==> config.mk <==
export PLATFORM = sky130hd
export DESIGN_NAME = phy_rx_frame
export DESIGN_NICKNAME = d
export VERILOG_FILES = /design/src/rtl/phy_rx_frame.sv
export SDC_FILE = /design/constraint.sdc
export NUM_CORES = 1
export LEC_CHECK = 0
export BUFFER_PORTS_ARGS = -buffer_cell sky130_fd_sc_hd__buf_2
export CAP_MARGIN = 20
export CORE_MARGIN = 2
export CORE_UTILIZATION = 60
export CTS_BUF_LIST = sky130_fd_sc_hd__clkbuf_8
export DETAILED_ROUTE_END_ITERATION = 7
export PLACE_DENSITY = 0.92
export SLEW_MARGIN = 20
export SYNTH_ARGS = -nofsm -noshare
export SYNTH_HDL_FRONTEND = slang
export SYNTH_SLANG_ARGS = --single-unit
==> constraint.sdc <==
create_clock -name clk_125m -period 6.5 [get_ports clk_125m]
set_clock_uncertainty 0.2 [all_clocks]
set_input_delay 1.3 -clock clk_125m [delete_from_list [all_inputs] [get_ports clk_125m]]
set_output_delay 1.3 -clock clk_125m [all_outputs]
set_load 0.005 [all_outputs]
==> src/rtl/phy_rx_frame.sv <==
// -----------------------------------------------------------------------------
// phy_rx_frame
//   RGMII receive framer. Takes the SDR byte stream produced by the RX IDDR
//   stage, strips preamble/SFD and forwards DA..FCS as an AXI-Stream master.
//   Errored (RX_ER), runt, oversize and (optionally) FCS-failing frames are
//   flagged with tuser on the tlast beat. There is no backpressure input: the
//   PHY cannot be stalled, so the downstream FIFO must always accept beats.
//
// Optional feature macro: PHY_RX_FCS_CHECK_EN
//   defined     -> CRC-32 checked over DA..FCS, bad residue sets tuser.
//   not defined -> no CRC logic; the downstream MAC checks the FCS.
//
// Ports
//   clk_125m       in   1      RX byte clock (recovered RXC)
//   sys_rst        in   1      synchronous active-high reset
//   rx_data        in   8      byte from IDDR
//   rx_ctl_r       in   1      RX_CTL rising sample  (= RX_DV)
//   rx_ctl_f       in   1      RX_CTL falling sample (= RX_DV ^ RX_ER)
//   m_axis_tdata   out  8      frame byte
//   m_axis_tvalid  out  1      byte valid (no gaps inside a frame)
//   m_axis_tlast   out  1      last byte of frame
//   m_axis_tuser   out  1      on tlast beat: 1 = bad frame
//   good_frames    out  CNT_W  frames ended with tuser=0 (wrapping)
//   bad_frames     out  CNT_W  frames ended with tuser=1 (wrapping)
// -----------------------------------------------------------------------------
module phy_rx_frame #(
  parameter int unsigned MAX_LEN = 1522,
  parameter int unsigned MIN_LEN = 64,
  parameter int unsigned CNT_W   = 32
) (
  input  logic             clk_125m,
  input  logic             sys_rst,
  input  logic [7:0]       rx_data,
  input  logic             rx_ctl_r,
  input  logic             rx_ctl_f,
  output logic [7:0]       m_axis_tdata,
  output logic             m_axis_tvalid,
  output logic             m_axis_tlast,
  output logic             m_axis_tuser,
  output logic [CNT_W-1:0] good_frames,
  output logic [CNT_W-1:0] bad_frames
);

  localparam logic [1:0] ST_IDLE     = 2'd0;
  localparam logic [1:0] ST_PREAMBLE = 2'd1;
  localparam logic [1:0] ST_PAYLOAD  = 2'd2;
  localparam logic [1:0] ST_DROP     = 2'd3;

  localparam logic [15:0] MAX_LEN_L = 16'(MAX_LEN);
  localparam logic [15:0] MIN_LEN_L = 16'(MIN_LEN);

  // Stage S1: registered RGMII control/data
  logic [7:0]       r_s1_data;
  logic             r_s1_dv;
  logic             r_s1_er;

  // FSM and hold stage S2
  logic [1:0]       r_state;
  logic [7:0]       r_hold_data;
  logic             r_hold_vld;
  logic [15:0]      r_len;
  logic             r_err;
  logic [CNT_W-1:0] r_good;
  logic [CNT_W-1:0] r_bad;

  logic             w_emit;
  logic             w_at_max;
  logic             w_last;
  logic             w_oversize;
  logic             w_runt;
  logic             w_fcs_bad;
  logic             w_bad;
  logic             w_load;

  always_ff @(posedge clk_125m) begin
    if (sys_rst) begin
      r_s1_data <= 8'h00;
      r_s1_dv   <= 1'b0;
      r_s1_er   <= 1'b0;
    end else begin
      r_s1_data <= rx_data;
      r_s1_dv   <= rx_ctl_r;
      r_s1_er   <= rx_ctl_r & ~rx_ctl_f;
    end
  end

  // The held byte is emitted as soon as S1 shows what follows it: another
  // byte (plain beat) or dv low (tlast). Hitting MAX_LEN with more data
  // arriving closes the frame early as oversize.
  assign w_emit     = (r_state == ST_PAYLOAD) & r_hold_vld;
  assign w_at_max   = (r_len >= MAX_LEN_L);
  assign w_last     = w_emit & (~r_s1_dv | w_at_max);
  assign w_oversize = r_s1_dv & w_at_max;
  assign w_runt     = (r_len < MIN_LEN_L);
  assign w_load     = (r_state == ST_PAYLOAD) & r_s1_dv & ~(w_emit & w_at_max);

`ifdef PHY_RX_FCS_CHECK_EN
  logic [31:0] r_crc;

  // Reflected CRC-32, one byte per call, LSB first.
  function automatic logic [31:0] crc32_byte(input logic [31:0] c, input logic [7:0] d);
    logic [31:0] x;
    x = c ^ {24'd0, d};
    for (int i = 0; i < 8; i++) begin
      x = x[0] ? ((x >> 1) ^ 32'hEDB88320) : (x >> 1);
    end
    return x;
  endfunction

  // Running over DA..FCS leaves the fixed residue when the FCS is intact.
  always_ff @(posedge clk_125m) begin
    if (sys_rst) begin
      r_crc <= 32'hFFFF_FFFF;
    end else if (r_state != ST_PAYLOAD) begin
      r_crc <= 32'hFFFF_FFFF;
    end else if (w_load) begin
      r_crc <= crc32_byte(r_crc, r_s1_data);
    end
  end

  assign w_fcs_bad = (r_crc != 32'hDEBB_20E3);
`else
  assign w_fcs_bad = 1'b0;
`endif

  assign w_bad = r_err | w_runt | w_oversize | w_fcs_bad;

  always_ff @(posedge clk_125m) begin
    if (sys_rst) begin
      r_state     <= ST_IDLE;
      r_hold_data <= 8'h00;
      r_hold_vld  <= 1'b0;
      r_len       <= 16'd0;
      r_err       <= 1'b0;
    end else begin
      case (r_state)
        ST_IDLE: begin
          // er with dv outside a frame is carrier extension / false carrier
          if (r_s1_dv) begin
            r_state <= (r_s1_data == 8'h55) ? ST_PREAMBLE : ST_DROP;
          end
        end
        ST_PREAMBLE: begin
          if (!r_s1_dv) begin
            r_state <= ST_IDLE;
          end else if (r_s1_er) begin
            r_state <= ST_DROP;
          end else if (r_s1_data == 8'hD5) begin
            r_state    <= ST_PAYLOAD;
            r_len      <= 16'd0;
            r_err      <= 1'b0;
            r_hold_vld <= 1'b0;
          end else if (r_s1_data != 8'h55) begin
            r_state <= ST_DROP;
          end
        end
        ST_PAYLOAD: begin
          if (w_load) begin
            r_hold_data <= r_s1_data;
            r_hold_vld  <= 1'b1;
            r_len       <= (r_len == 16'hFFFF) ? r_len : r_len + 16'd1;
            r_err       <= r_err | r_s1_er;
          end
          if (w_last) begin
            r_hold_vld <= 1'b0;
            r_state    <= w_oversize ? ST_DROP : ST_IDLE;
          end else if (!r_s1_dv) begin
            // SFD immediately followed by dv low: empty frame, nothing out
            r_state <= ST_IDLE;
          end
        end
        ST_DROP: begin
          if (!r_s1_dv) begin
            r_state <= ST_IDLE;
          end
        end
        default: r_state <= ST_IDLE;
      endcase
    end
  end

  always_ff @(posedge clk_125m) begin
    if (sys_rst) begin
      r_good <= '0;
      r_bad  <= '0;
    end else if (w_last) begin
      if (w_bad) begin
        r_bad <= r_bad + CNT_W'(1);
      end else begin
        r_good <= r_good + CNT_W'(1);
      end
    end
  end

  assign m_axis_tdata  = r_hold_data;
  assign m_axis_tvalid = w_emit;
  assign m_axis_tlast  = w_last;
  assign m_axis_tuser  = w_last & w_bad;
  assign good_frames   = r_good;
  assign bad_frames    = r_bad;

endmodule

-- Yosys cells after proc, flatten, opt, wreduce, memory -nomap -nowiden
Cells that the tools add are included.
Widths: inputs -> output; s select.
- multiply operators: 0
- bitwise gates (word level): 16
- muxes and demuxes: 24
- shift operators: 0
- order comparisons: 2
- eq/ne operators: 15
- div/mod/pow operators: 0
- add/sub/neg operators: 3
- reductions and logical operators: 9
- operators with widths (operator ; count):
    $mux 16 ; 5
    $add 32x1->32 const B ; 2
    $pmux 16 s2 ; 1
    $mux 2 ; 9
    $add 16x1->16 const B ; 1
    $eq 16x16->1 const B ; 1
    $ge 16x11->1 const B ; 1
    $lt 16x7->1 const B ; 1
    $ne 2x2->1 const B ; 6
    $reduce_and 5->1 ; 2
    $and 1x1->1 ; 8
    $eq 8x7->1 const B ; 1
    $eq 8x8->1 const B ; 1
    $ne 8x7->1 const B ; 1
    $pmux 2 s4 ; 1
    $reduce_and 2->1 ; 4
    $mux 1 ; 6
    $reduce_and 6->1 ; 1
    $ne 5x5->1 const B ; 1
    $eq 2x2->1 const B ; 2
    $not 1->1 ; 4
    $or 1x1->1 ; 4
    $pmux 1 s2 ; 2
    $ne 3x3->1 const B ; 1
    3 further kinds ; 3
- memories kept: 0
- bits in registers: 102
- logic and storage cells: 79
- latch bits: 0
- bits in writable memories: 0
- bits of input ports: 12
- memory bits (read-only): 0
- output and inout port bits: 75

-- Depth between registers and ports, before layout
- word-level depth: 8
- gate-level depth with buffers: 9
- depth with buffers taken out: 8

-- Least setup slack after synthesis
OpenSTA, ideal clock, no wires.
- path type: reg2out
- start: register r_len[7]
- end: output port m_axis_tuser
- cell stages (with the launch flop): 6
- path slack: 3.039 ns
- data required time: 5.000 ns
- arrival time: 1.961 ns
- buffers on the path: 1
- path through: dfxtp_1 -> buf_2 -> or4_1 -> nor4_1 -> nor2_1 -> nor3_1
- word-level cells in the longest chain between the ends: 4
- elaborated cells on any way between the ends: 8
- classes of those cells: order compare (2); bitwise (6)
- ends and longest elaborated chain (item ; RTL line ; source):
    start: declaration ; 61 ; logic [15:0] r_len;
    start signal: assignment ; 161 ; r_len <= (r_len == 16'hFFFF) ? r_len : r_len + 16'd1;
    $ge 16x11->1 or $lt 16x7->1 (tied branches) ; 91, 94 ;
    $or 1x1->1 (tied with other cells) ; 92 ; assign w_last = w_emit & (~r_s1_dv | w_at_max);
    $and 1x1->1 or $or 1x1->1 (tied branches) ; 92, 126 ;
    $and 1x1->1 (*) ; 198 ; assign m_axis_tuser = w_last & w_bad;
    end: declaration ; 39 ; output logic m_axis_tuser,
Every way passes the cells marked *; elsewhere a longest branch is shown, timed or not.

-- Worst setup path in the final report
- start: register r_len[13]
- end: output port m_axis_tuser
The elaborated chain is that of the path after synthesis.

==> results summary <==
The die span in x came out at a little over 90 um. The total DRC errors in the routed layout is 0. The pre-antenna-repair detailed-routing pass consisted of 4 iterations. In this run, synthesis inferred 0 flip-flops with an integrated enable. The remaining max-slew budget at the tightest pin came out at about a quarter. The sequential fraction of the synthesis area is between 40 and 50%. The die covers a little over 8000 um2.

The fraction of the core area covered by cells at the end of the flow is 73.10%. The max-slew violation count came out at 0. The slowest stage of the critical path belongs to the cell sky130_fd_sc_hd__nor4_1.

The antenna cell count came out at 0. The row count is 31. The maximum vdd ir drop came out at about 250 uV.

The worst stage delay on the critical path came out at approximately 920 ps. The first-pass GRT wire length came out at ~18000 um. The number of antenna violations at the first check in global routing is 0.

The library cell with the largest summed area after synthesis is sky130_fd_sc_hd__dfxtp_1. During placement, the flow inserted port buffers numbering 86. The pin count of the biggest net entering global routing came out at 45. The number of cells on the worst hold path came out at 2. The number of nets in the layout is around 620.

The share of cells above drive strength 1 is between 10% and 20%. For this configuration, the core starts out at a cell density of a little over three fifths. Sorting the synthesized cells by how often they occur yields 102 x sky130_fd_sc_hd__dfxtp_1, 83 x sky130_fd_sc_hd__nor2_1, 36 x sky130_fd_sc_hd__nand3_1, 33 x sky130_fd_sc_hd__nand2_1, 33 x sky130_fd_sc_hd__xor2_1. The area growth from synthesis to layout is 16.87%. Of the available clock period, the critical path in the final layout requires ~70%.

Counting along the longest clock path gives a buffer depth of 2. For this design, the sink count on the clock tree is just over 100. For the worst setup path, the data arrival time is around 3100 ps. The worst hold slack across all endpoints came out at 300.9 ps. The remaining global-route overflow came out at 0. The worst setup path is captured at a primary output. The critical-path maximum fanout came out at 5. The synthesis-stage register bit count is 102. The floorplan step set the die height to around 90 um. The count of unique library cells instantiated by Yosys came out at between 40 and 50. The instance count after placement with tap cells included is 693. The fraction of synthesis flops using an asynchronous set or reset pin is 0%. In this run the post-CTS setup repair buffer count came out at 0. By area the synthesized netlist is led by sky130_fd_sc_hd__dfxtp_1 45%, sky130_fd_sc_hd__nor2_1 6.8%, sky130_fd_sc_hd__xor2_1 6.3%, sky130_fd_sc_hd__xnor2_1 4.6%, sky130_fd_sc_hd__nand3_1 4.0%. After detailed routing, the number of vias per cell comes to a little under 6. Setup violations remaining at the end of the flow were counted as 0. The top cell type's share of synthesized area came out at between 40 and 50%. The via count of the first global-routing pass was ~3900. Static timing analysis puts the maximum clock frequency at between 200 and 250 MHz. The static leakage is 2.097 nW.

The sum of net half-perimeters after detailed placement came out at 7471 um. The number of buffers inserted for hold repair after clock tree synthesis is 0. The final critical delay including setup and external delays is ~4600 ps. The number of top-level design ports is 87. Setup repair after global routing left no endpoint under its margin.

The number of buffers created by CTS is 9. The worst register-to-register path begins at r_len[13]. The placeable core region is ~7300 um2. The number of cells traversed by the worst register-to-register path is 6. The weighted congestion reported at the end of routability-driven placement came out at ~0.84. The number of buffers and inverters on the critical path is 1. The setup slack of the worst register-to-register path is about 3200 ps. The worst register-to-register path ends at r_len[10]. The worst setup path is launched from a flop. The critical path is of the reg -> out type. The signal on the critical path passes through or4_1, nor4_1, nor2_1, nor3_1, buf_2. The post-detailed-route wirelength per cell is roughly 15 um.

The max-capacitance violation count is 0. The power per unit of standard cell area came out at between 200 and 250 nW/um2. The total global-route track usage came out at 25.98%. The average instance in the mapped netlist occupies roughly 8.7 um2. The CTS tree is done. The worst hold path begins at m_axis_tdata[4]. Among cell families on the critical path, the largest total delay comes from simple AND/OR/NAND/NOR gates.

The clock latency on the worst-skew pair is 370 ps. For this block, the routed nets add up to 10670 um of wire. The number of gates resized after cts is 0. The number of fill cells is between 500 and 600.

In the synthesized netlist the dominant register cell turns out to be sky130_fd_sc_hd__dfxtp_1. The worst hold path terminates at m_axis_tdata[4]. Adding up every negative setup slack in the final design gives 0 ps. The path class of the tightest hold or removal check is reg -> reg. The synthesized netlist occupies a cell area of approximately 4600 um2. The final antenna-violating net count is 0. The CTS H-tree depth came out at 3. Yosys printed 0 warnings. The count of placed standard cells in the final layout, fillers left out is between 700 and 800. The clock transition at the registers of the reported paths came out at ~90 ps. The buffer cell driving the clock tree root is sky130_fd_sc_hd__clkbuf_8. The number of DRC markers in iteration 0 came out at roughly 280. The total nets after synthesis came out at between 500 and 600.

The cell with the most instances after synthesis is sky130_fd_sc_hd__dfxtp_1. The data required time of the worst path is roughly 5000 ps. The flow ran to the end, and the final reports show no timing, DRC or antenna violations. The number of vias after detailed routing is just over 4000. At the pin with the least slew margin, the transition time is approximately 1100 ps. The number of cells produced by synthesis is approximately 520.

The number of hold violations in the final report came out at 0.
[power breakdown]
group | internal, W | switching [W]
Clock | 0.000266 | 0.000217
Sequential | 0.000629 | 0.00000386
Combinational | 0.00000854 | 0.0000193
[cells in the final DEF, fill, tap and decap left out, types with 2 or more instances in the layout]
| cell | Yosys | layout |
|---|---|---|
| sky130_fd_sc_hd__nor4_1 | 15 | 15 |
| sky130_fd_sc_hd__nor2b_1 | 13 | 13 |
| sky130_fd_sc_hd__a31o_2 | 2 | 2 |
| sky130_fd_sc_hd__nand2_1 | 33 | 33 |
| sky130_fd_sc_hd__nor3_1 | 8 | 8 |
| sky130_fd_sc_hd__and3_1 | 11 | 11 |
| sky130_fd_sc_hd__or4_1 | 4 | 4 |
| sky130_fd_sc_hd__buf_4 | 0 | 3 |
| sky130_fd_sc_hd__ha_1 | 4 | 4 |
| sky130_fd_sc_hd__a31oi_1 | 2 | 2 |
| sky130_fd_sc_hd__nor2_1 | 83 | 83 |
| sky130_fd_sc_hd__xnor2_1 | 24 | 24 |
| sky130_fd_sc_hd__xor2_1 | 33 | 33 |
| sky130_fd_sc_hd__dfxtp_1 | 102 | 102 |
| sky130_fd_sc_hd__nand2b_1 | 6 | 6 |
| sky130_fd_sc_hd__clkbuf_8 | 0 | 10 |
| sky130_fd_sc_hd__o21ai_0 | 12 | 12 |
| sky130_fd_sc_hd__or3_1 | 12 | 12 |
| sky130_fd_sc_hd__nand4bb_1 | 2 | 2 |
| sky130_fd_sc_hd__a21o_1 | 3 | 3 |
| sky130_fd_sc_hd__nor4b_4 | 1 | 2 |
| sky130_fd_sc_hd__mux2i_1 | 12 | 12 |
| sky130_fd_sc_hd__inv_1 | 15 | 15 |
| sky130_fd_sc_hd__a21oi_1 | 20 | 20 |
| sky130_fd_sc_hd__nand4_1 | 22 | 22 |
| sky130_fd_sc_hd__buf_2 | 2 | 86 |
| sky130_fd_sc_hd__nor4b_1 | 3 | 2 |
| sky130_fd_sc_hd__and2_1 | 2 | 2 |
| sky130_fd_sc_hd__nand3_1 | 36 | 36 |
| sky130_fd_sc_hd__bufinv_16 | 0 | 3 |
| sky130_fd_sc_hd__and4_1 | 9 | 9 |
[cell type report]
type	instances	area, um2	area share (%)
clock buffer	10	137.6	2.582
clock inverter	5	106.4	1.995
inverter	15	56.30	1.056
multi-input combinational	388	2411	45.23
sequential	102	2042	38.31
tap	99	123.9	2.324
timing repair buffer	89	452.9	8.498
[tightest hold or removal path: stages, from the launching register on]
cell and delay, ps:
sky130_fd_sc_hd__dfxtp_1 340, sky130_fd_sc_hd__mux2i_1 70, sky130_fd_sc_hd__nor2_1 70
[registers in the layout (all words and copies together), names as in the netlist]
name / cells
r_s1_er: 1
r_s1_data: 8
r_s1_dv: 1
bad_frames: 32
m_axis_tdata: 8
r_state: 2
r_hold_vld: 1
r_err: 1
r_len: 16
good_frames: 32
[how the worst max path moves through the flow]
stage	cells past startpoint	start	slack, ps	end
after floorplan	5	r_len[7]	3040	m_axis_tuser
after global placement	5	r_len[13]	2600	m_axis_tuser
after detailed placement	5	r_len[13]	2540	m_axis_tuser
after CTS	5	r_len[13]	2110	m_axis_tuser
after global routing	5	r_len[13]	1800	m_axis_tuser
final	5	r_len[13]	1940	m_axis_tuser
[per-stage QoR]
step	cell area (um2)	setup WS (ps)	total power [W]
floorplan	4561	3039	0.0006655
global placement	5077	2603	0.0006732
detailed placement	5077	2540	0.0006746
CTS	5321	2108	0.001149
global route	5330	1803	0.001177
finish	5330	1935	0.001143
[cells by family (layout without fill, tap and decap cells)]
| kind of cell | after synthesis | after routing | share of synthesized area [%] |
|---|---|---|---|
| DFF | 102 | 102 | 44.77 |
| buffers and inverters | 32 | 119 | 2.688 |
| adders and majority gates | 4 | 4 | 1.097 |
| muxes | 12 | 12 | 2.634 |
| and+or+nand+nor | 267 | 267 | 30.84 |
| AOI/OAI and AO/OA | 48 | 48 | 7.024 |
| xor gates and xnor gates | 57 | 57 | 10.95 |
[routing by layer]
metal  global-route usage, %  vias to the layer above  part of all wire [%]
li1                        -                     1996                     -
met4                   9.975                        0                   1.8
met2                   43.83                      120                    48
met3                   6.390                       19                   6.0
met1                   31.98                     1951                    44
met5                       0                        -                     0
Power figures use the tool's default switching activity.
